File: config.mk
export PLATFORM = sky130hd
export DESIGN_NAME = sr_flag_arbiter
export DESIGN_NICKNAME = d
export VERILOG_FILES = /design/src/rtl/sr_flag_arb_pkg.sv /design/src/rtl/rr_arbiter.sv /design/src/rtl/sr_flag_arbiter.sv
export SDC_FILE = /design/constraint.sdc
export NUM_CORES = 1
export LEC_CHECK = 0
export ABC_CLOCK_PERIOD_IN_PS = 2050
export CAP_MARGIN = 20
export CORE_MARGIN = 10
export CORE_UTILIZATION = 39
export DETAILED_ROUTE_END_ITERATION = 7
export PLACE_DENSITY = 0.75
export SYNTH_ARGS = -nofsm -noshare
export SYNTH_HDL_FRONTEND = slang
export SYNTH_SLANG_ARGS = --single-unit
File: constraint.sdc
create_clock -name clk -period 2.05 [get_ports clk]
set_input_delay 0.615 -clock clk [delete_from_list [all_inputs] [get_ports clk]]
set_output_delay 0.615 -clock clk [all_outputs]
set_load 0.02 [all_outputs]
File: src/rtl/sr_flag_arb_pkg.sv
// Shared types and helpers for the SR flag bank arbiter (state encoding, SR next-state, index widths).
package sr_flag_arb_pkg;

    typedef enum logic {
        ST_RUN   = 1'b0,
        ST_FLUSH = 1'b1
    } state_e;

    localparam int NREQ_DEF  = 4;
    localparam int NFLAG_DEF = 8;

    // Keeps index ports at least one bit wide when a count of one is passed in.
    function automatic int idx_width(input int n);
        return (n > 1) ? $clog2(n) : 1;
    endfunction

    function automatic logic srff_next(input logic s, input logic r, input logic q);
        return s | (~r & q);
    endfunction

endpackage

File: src/rtl/rr_arbiter.sv
// One-hot requester select, combinational from req_i; round-robin when SRF_ARB_FAIR_EN is defined,
// fixed priority (bit 0 highest) otherwise. The pointer only moves when advance_i reports an acceptance.
module rr_arbiter
    import sr_flag_arb_pkg::*;
#(
    parameter int NREQ = NREQ_DEF
) (
    input  logic            clk,
    input  logic            rst_n,
    input  logic [NREQ-1:0] req_i,
    input  logic            advance_i,
    output logic [NREQ-1:0] grant_o
);

`ifdef SRF_ARB_FAIR_EN
    localparam int PW = idx_width(NREQ);

    logic [PW-1:0] ptr_q, ptr_d;
    logic [PW:0]   sum;
    logic [PW-1:0] cand;
    logic [PW-1:0] nxt;
    logic          found;

    // ptr_q holds the first requester to consider, i.e. one past the last winner.
    always_comb begin
        grant_o = '0;
        ptr_d   = ptr_q;
        sum     = '0;
        cand    = '0;
        nxt     = '0;
        found   = 1'b0;
        for (int i = 0; i < NREQ; i++) begin
            sum = {1'b0, ptr_q} + (PW+1)'(i);
            if (sum >= (PW+1)'(NREQ)) begin
                sum = sum - (PW+1)'(NREQ);
            end
            cand = sum[PW-1:0];
            if (!found && req_i[cand]) begin
                found         = 1'b1;
                grant_o[cand] = 1'b1;
                nxt           = (cand == PW'(NREQ-1)) ? '0 : cand + 1'b1;
            end
        end
        if (advance_i && found) begin
            ptr_d = nxt;
        end
    end

    always_ff @(posedge clk or negedge rst_n) begin
        if (!rst_n) begin
            ptr_q <= '0;
        end else begin
            ptr_q <= ptr_d;
        end
    end
`else
    logic unused_ok;
    assign unused_ok = ^{clk, rst_n, advance_i};

    // Isolate the lowest set bit.
    assign grant_o = req_i & (~req_i + 1'b1);
`endif

endmodule

File: src/rtl/sr_flag_arbiter.sv
// Set-dominant SR flag bank behind an arbitrated single write port; updates and grant echo 1 cycle after accept.
// Backpressure: one req_ready bit at a time, none during flush (NFLAG cycles); SRF_ARB_FAIR_EN selects round-robin.
module sr_flag_arbiter
    import sr_flag_arb_pkg::*;
#(
    parameter  int NREQ  = NREQ_DEF,
    parameter  int NFLAG = NFLAG_DEF,
    localparam int IDXW  = idx_width(NFLAG),
    localparam int GIDW  = idx_width(NREQ)
) (
    input  logic                 clk,
    input  logic                 rst_n,
    input  logic [NREQ-1:0]      req_valid,
    input  logic [NREQ-1:0]      req_s,
    input  logic [NREQ-1:0]      req_r,
    input  logic [NREQ*IDXW-1:0] req_idx,
    output logic [NREQ-1:0]      req_ready,
    input  logic                 flush,
    output logic                 flush_busy,
    output logic [NFLAG-1:0]     flags,
    output logic                 gnt_valid,
    output logic [GIDW-1:0]      gnt_id
);

    state_e            state_q, state_d;
    logic [IDXW-1:0]   cnt_q, cnt_d;
    logic [NFLAG-1:0]  flags_q, flags_d;
    logic              gnt_valid_q, gnt_valid_d;
    logic [GIDW-1:0]   gnt_id_q, gnt_id_d;

    logic [NREQ-1:0]   grant;
    logic [NREQ-1:0]   ready;
    logic [GIDW-1:0]   sel_id;
    logic              sel_s, sel_r;
    logic [IDXW-1:0]   sel_idx;

    rr_arbiter #(.NREQ(NREQ)) u_arb (
        .clk       (clk),
        .rst_n     (rst_n),
        .req_i     (req_valid),
        .advance_i (|ready),
        .grant_o   (grant)
    );

    always_comb begin
        sel_id  = '0;
        sel_s   = 1'b0;
        sel_r   = 1'b0;
        sel_idx = '0;
        for (int k = 0; k < NREQ; k++) begin
            if (grant[k]) begin
                sel_id  = GIDW'(k);
                sel_s   = req_s[k];
                sel_r   = req_r[k];
                sel_idx = req_idx[k*IDXW +: IDXW];
            end
        end
    end

    always_comb begin
        state_d     = state_q;
        cnt_d       = cnt_q;
        flags_d     = flags_q;
        gnt_valid_d = 1'b0;
        gnt_id_d    = gnt_id_q;
        ready       = '0;
        case (state_q)
            ST_RUN: begin
                // A flush pulse takes the write port for this cycle, so no grant goes out.
                if (flush) begin
                    state_d = ST_FLUSH;
                    cnt_d   = '0;
                end else if (|grant) begin
                    ready            = grant;
                    flags_d[sel_idx] = srff_next(sel_s, sel_r, flags_q[sel_idx]);
                    gnt_valid_d      = 1'b1;
                    gnt_id_d         = sel_id;
                end
            end
            ST_FLUSH: begin
                flags_d[cnt_q] = 1'b0;
                cnt_d          = cnt_q + 1'b1;
                if (cnt_q == IDXW'(NFLAG-1)) begin
                    state_d = ST_RUN;
                    cnt_d   = '0;
                end
            end
            default: begin
                state_d = ST_RUN;
            end
        endcase
    end

    always_ff @(posedge clk or negedge rst_n) begin
        if (!rst_n) begin
            state_q     <= ST_RUN;
            cnt_q       <= '0;
            flags_q     <= '0;
            gnt_valid_q <= 1'b0;
            gnt_id_q    <= '0;
        end else begin
            state_q     <= state_d;
            cnt_q       <= cnt_d;
            flags_q     <= flags_d;
            gnt_valid_q <= gnt_valid_d;
            gnt_id_q    <= gnt_id_d;
        end
    end

    assign req_ready  = ready & {NREQ{rst_n}};
    assign flush_busy = (state_q == ST_FLUSH);
    assign flags      = flags_q;
    assign gnt_valid  = gnt_valid_q;
    assign gnt_id     = gnt_id_q;

endmodule

==> results.cfg <==
[grt]
grt.total_usage = 0.174
gr-total-overflow = 0
antenna_found_initial = 2
grt_pass1_vias = 1489
grt_start_max_net_pins = 12
grt_pass1_wl_um = 7540

[final_layout]
fin_nets = 246
syn2layout_area_growth_pct = 86.1
final_core_util = 0.765
drive_gt1_frac = 0.495

[setup_path]
crit_family = compound AO/OA/AOI/OAI gates
crit_path_end_kind = register
critPathArrivalTime_ns = 2.35
critical_path.cell_chain = buf_8 > buf_4 > and2_4 > o31ai_4 > o21ai_2 > a211o_1 > or4b_4 > o311ai_4
crit_fanout = 4
path_class = input pin to register
cpPeakStageDelay_ns = 0.54
crit_path_top_delay_cell = or4b_4
startpoint_type = input pin
path_buf_inv = 2
cp.required_ns = 2.24

[synth]
synth-main-ff-cell = dfrtp_1
syn_avg_cell_area_um2 = 9.30
seq_area_frac_synth = 0.328
yosysWarnings = 0
yosysUniqueCellTypes = 48
synthArstFlopShare = 1.00
synth.cell_area_um2 = 1140
synth_cells = 123
synth-seq-cells = 15
synth_edf_count = 0
synth_nets = 152

[detailed_routing]
drc_errors = 0
antenna_left = 0
firstDrtPassIters = 4
drt_iter0_markers = 101
drt-wirelength-per-cell_um = 18.9
wirelength_um = 4710
viasPerCell = 5.60
vias = 1394

[clock_tree]
ctsHoldBuffers = 0
cts_sinks = 15
cts_max_path_buffers = 2
path_clk_slew_ns = 0.09
cts_tree = built
ctsHtreeMaxLevel = 1
clockRootBuffer = clkbuf_4
cts_buffers = 3
clk_latency_ns = 0.28

[timing]
fin_ws_ns = -0.108
fin_skew_ns = 0.00362
grt_setup_unrepaired = true
tightestPinTransition_ns = 0.355
fin_hold_ws_ns = 0.439
setup_viol = 3
fmax_mhz = 463
slew_headroom = 0.762
fin_crit_ns = 2.16
slew_viol_final = 0
period_share = 1.05
hold_viol = 0

[floorplan]
die_area_um2 = 5500
row_count = 19
die_w_um = 74.2
die_y_um = 74.2
coreArea_um2 = 2780
ioPinCount = 43
start_util = 0.411

[power]
power.leakage_uw = 0.000932
power.density_nw_per_um2 = 770
ir_worst_vdd_v = 0.000745

[placed_design]
numPortBuffers = 42
dp_hpwl_um = 3400
dp_slack_ns = -0.845
finalWeightedCongestion = 0.838

[outcome]
status = finished with violations
violations = negative setup slack

[hold_path]
hp-class = input pin to asynchronous set/reset pin

[run]
cap_violations = 0
cell usage in the layout (no fill, tap or decap), drive strengths merged, types with 3 or more instances in the layout:
master / n
nor2: 9
clkdlybuf4s50: 21
inv: 5
dlymetal6s2s: 3
dlygate4sd2: 9
a21oi: 3
buf: 57
nand2b: 3
o21ai: 20
a22oi: 4
o211ai: 3
dfrtp: 15
clkbuf: 5
o221ai: 6
nor2b: 3
nand2: 11
a22o: 3
a211oi: 3
area by class of cell:
cell class	instances	area, um^2
Tap cell	31	38.8
Timing Repair Buffer	92	783
Inverter	5	18.8
Fill cell	187	653
Multi-Input combinational cell	100	880
Clock inverter	1	5.00
Sequential cell	15	375
Clock buffer	3	22.5
Antenna cell	2	5.00
final timing paths:
check	start	slack, ns	end	cells after the start
max in group asynchronous	rst_n	1.43	flags[2]	2
worst max register to register	flush_busy	0.09	flags[5]	7
worst min register to register	gnt_id[0]	0.56	gnt_id[0]	2
worst max-delay path	req_valid[1]	-0.11	flags[5]	8
min in group clk	gnt_id[0]	0.56	gnt_id[0]	2
worst min-delay path	rst_n	0.44	gnt_id[1]	2
metal layers:
metal  global-route usage  vias to the layer above  share of wire
li1                     -                      665              -
met2                0.343                       38           0.57
met3               0.0293                        8          0.037
met4               0.0352                        0          0.014
met5                    0                        -              0
met1                0.186                      683           0.38
flip-flops by register name, summed over array words and instances (netlist names):
signal,cells
flags,8
gnt_id,2
cnt_q,3
flush_busy,1
gnt_valid,1
through the flow:
stage / setup TNS [ns] / cells / power [uW] / area, um^2
floorplan: -0.244 / 123 / 927 / 1160
global placement: -8.24 / 223 / 1300 / 1810
detailed placement: -8.76 / 223 / 1340 / 1810
CTS: -0.0837 / 243 / 1560 / 2010
global route: -0.681 / 249 / 1750 / 2130
finish: -0.168 / 249 / 1640 / 2130
report_power, final:
| part | internal [uW] | leakage, uW | total [uW] | switching, uW |
|---|---|---|---|---|
| Clock | 72.5 | 0.0000177 | 165 | 93.0 |
| Sequential | 399 | 0.000194 | 498 | 99.3 |
| Combinational | 484 | 0.000721 | 976 | 492 |
| Total | 955 | 0.000932 | 1640 | 684 |
synthesized netlist by cell type (3+ instances only):
master    number  area (um^2)
o21ai_0       16         80.1
nand2b_1       3         18.8
nor2_1         6         22.5
o221ai_1       6         52.6
a22o_1         3         26.3
nand2_1       11         41.3
nor2_2         3         18.8
dfrtp_1       15          375
inv_1          5         18.8
buf_6          3         33.8
o21ai_1        4         20.0
a22oi_1        3         22.5
a21oi_1        3         15.0
timing repair:
item                       CTS  global route
gates resized for setup     66            25
setup endpoints to repair   12            12
buffers inserted            16             4
pin swaps                   16            10
cell families (layout without fill, tap and decap cells):
| group | count (synthesis) | count (layout) | share of synthesized area |
|---|---|---|---|
| AO/OA/AOI/OAI | 56 | 56 | 0.370 |
| AND/OR/NAND/NOR | 41 | 41 | 0.221 |
| flip-flops | 15 | 15 | 0.328 |
| buffers and inverters | 8 | 101 | 0.0460 |
| adder cells (fa/ha/maj) | 2 | 2 | 0.0219 |
| multiplexers | 1 | 1 | 0.0131 |
| other | 0 | 2 | 0 |
Note: power is estimated with default switching activity, not from simulation.
==> variant, RTL diff (same settings) <==
Build with the macro `SRF_ARB_FAIR_EN` defined.
--- a/src/rtl/rr_arbiter.sv
+++ b/src/rtl/rr_arbiter.sv
@@ -1,5 +1,7 @@
 // One-hot requester select, combinational from req_i; round-robin when SRF_ARB_FAIR_EN is defined,
 // fixed priority (bit 0 highest) otherwise. The pointer only moves when advance_i reports an acceptance.
+`define SRF_ARB_FAIR_EN
+
 module rr_arbiter
     import sr_flag_arb_pkg::*;
 #(
Behaviour: not the same (a bounded check fails within 4 cycles, from zero or initial values and one cycle with rst_n low).
==> variant against the original RTL <==
The run still ends with negative setup slack left; via count rose by 52%; total power rose to 4.1 times the old value; clock power rose by 51%; cell area rose by 44%; count of clock-buffer cells in the layout did not move; non-clock buffer count rose by 20; worst setup slack got worse by 1.3 ns; routed wire length rose by 40%; area after synthesis rose by 60%; sequential cell count rose by 2; critical path depth rose by 4; critical path type is now register to register; critical endpoint is now flags[6]$_DFFE_PN0P_; largest power group unchanged; highest routed layer unchanged.
==> variant: results (changes against the original RTL) <==
Avg Inst Size Synth 8.87 sq um (-4.6%); Leak 0.00129 uW (+39%); wire length on met2 3330 um (+25%); post-route worst setup slack -1.40 ns (-1.30 ns); internal power 3560 uW (+270%); initial DRC count 145 (+44%); placed cell area 0.00278 sq mm (+54%); clock slew at reported path FFs 0.07 ns (-0.02 ns); Post-Layout Inst Area 0.00307 sq mm (+44%); worst clock skew 0.00896 ns (+0.00534 ns); HPWL after detailed placement 4800 um (+41%); Arr. time, crit path 3.59 ns (+1.24 ns); vias post-DR 2,123 (+52%); failing checks negative setup slack; Hold Path Class register to register; Metal-1 WL 2850 um (+58%); sequential share of the synthesized area 23.3% (-9.6 points); largest net degree at the start of global routing 18 (+6); fraction of area in multi-input gates 49.8% (+8.4 points); Ant. Diodes 0 (-2); Fin Setup TNS -18.63 ns (-18.47 ns); number of multi-input logic gates 173 (+73%); Final setup viols 17 (+14); Syn Nets 241 (+59%); Inverters 10 (+5); met2 Use GR 28.9% (-5.4 points); buffer share of cell area 31.4% (-5.4 points); first-pass GRT wire length 10,600 um (+40%); status complete, but fails checks; r2r endpoint flags[6]$_DFFE_PN0P_; reg2reg path depth 12 (+5); nets 352 (+43%); top cells by count, synth 26 x nand2_1, 17 x dfrtp_1, 14 x nor2_1; max incr delay on CP 0.52 ns (-0.02 ns); initial antenna violation count 0 (-2); Slew HR 74.2% (-2.0 points); Seq group 636 uW (+28%); combinational power share 86.9% (+27 points); Synth area leaders dfrtp_1 23%, ha_1 5.5%, nand2_1 5.3%; vias in the first global route 2,197 (+48%); layout cells sized above 1 43.0% (-6.5 points); clk tree area frac 1.51% (+0.21 points); final hold slack 0.521 ns (+0.0820 ns); routability cong. 0.900 (+7.4%); comb pwr 5850 uW (+500%); Setup Crit Path Kind register to register; # fillers 339 (+81%); Seq cells 17 (+2); Peak VDD IR 1320 uV (+77%)
==> variant: cell families (layout without fill, tap and decap cells) <==
family	Yosys count	after routing	synth area share, %
AND/OR/NAND/NOR	78	78	22.7
AO/OA/AOI/OAI	76	76	34.8
flip-flops	17	17	23.3
buffers and inverters	16	126	4.79
multiplexers	11	11	8.90
adder cells (fa/ha/maj)	8	8	5.48
==> variant: worst max-delay path by stage <==
stage                            to  slack (ns)
3_5_place_dp   flags[2]$_DFFE_PN0P_       -1.97
2_1_floorplan  flags[6]$_DFFE_PN0P_       -1.53
5_1_grt        flags[6]$_DFFE_PN0P_       -1.53
3_3_place_gp   flags[2]$_DFFE_PN0P_       -1.92
6_report       flags[6]$_DFFE_PN0P_       -1.40
4_1_cts        flags[6]$_DFFE_PN0P_       -1.35
==> variant: what timing repair did <==
item                       4_1_cts  5_1_grt
buffers inserted                 8        1
gates resized for setup         51       35
setup endpoints to repair       17       17
pin swaps                       15       10
hold buffers                     0        0
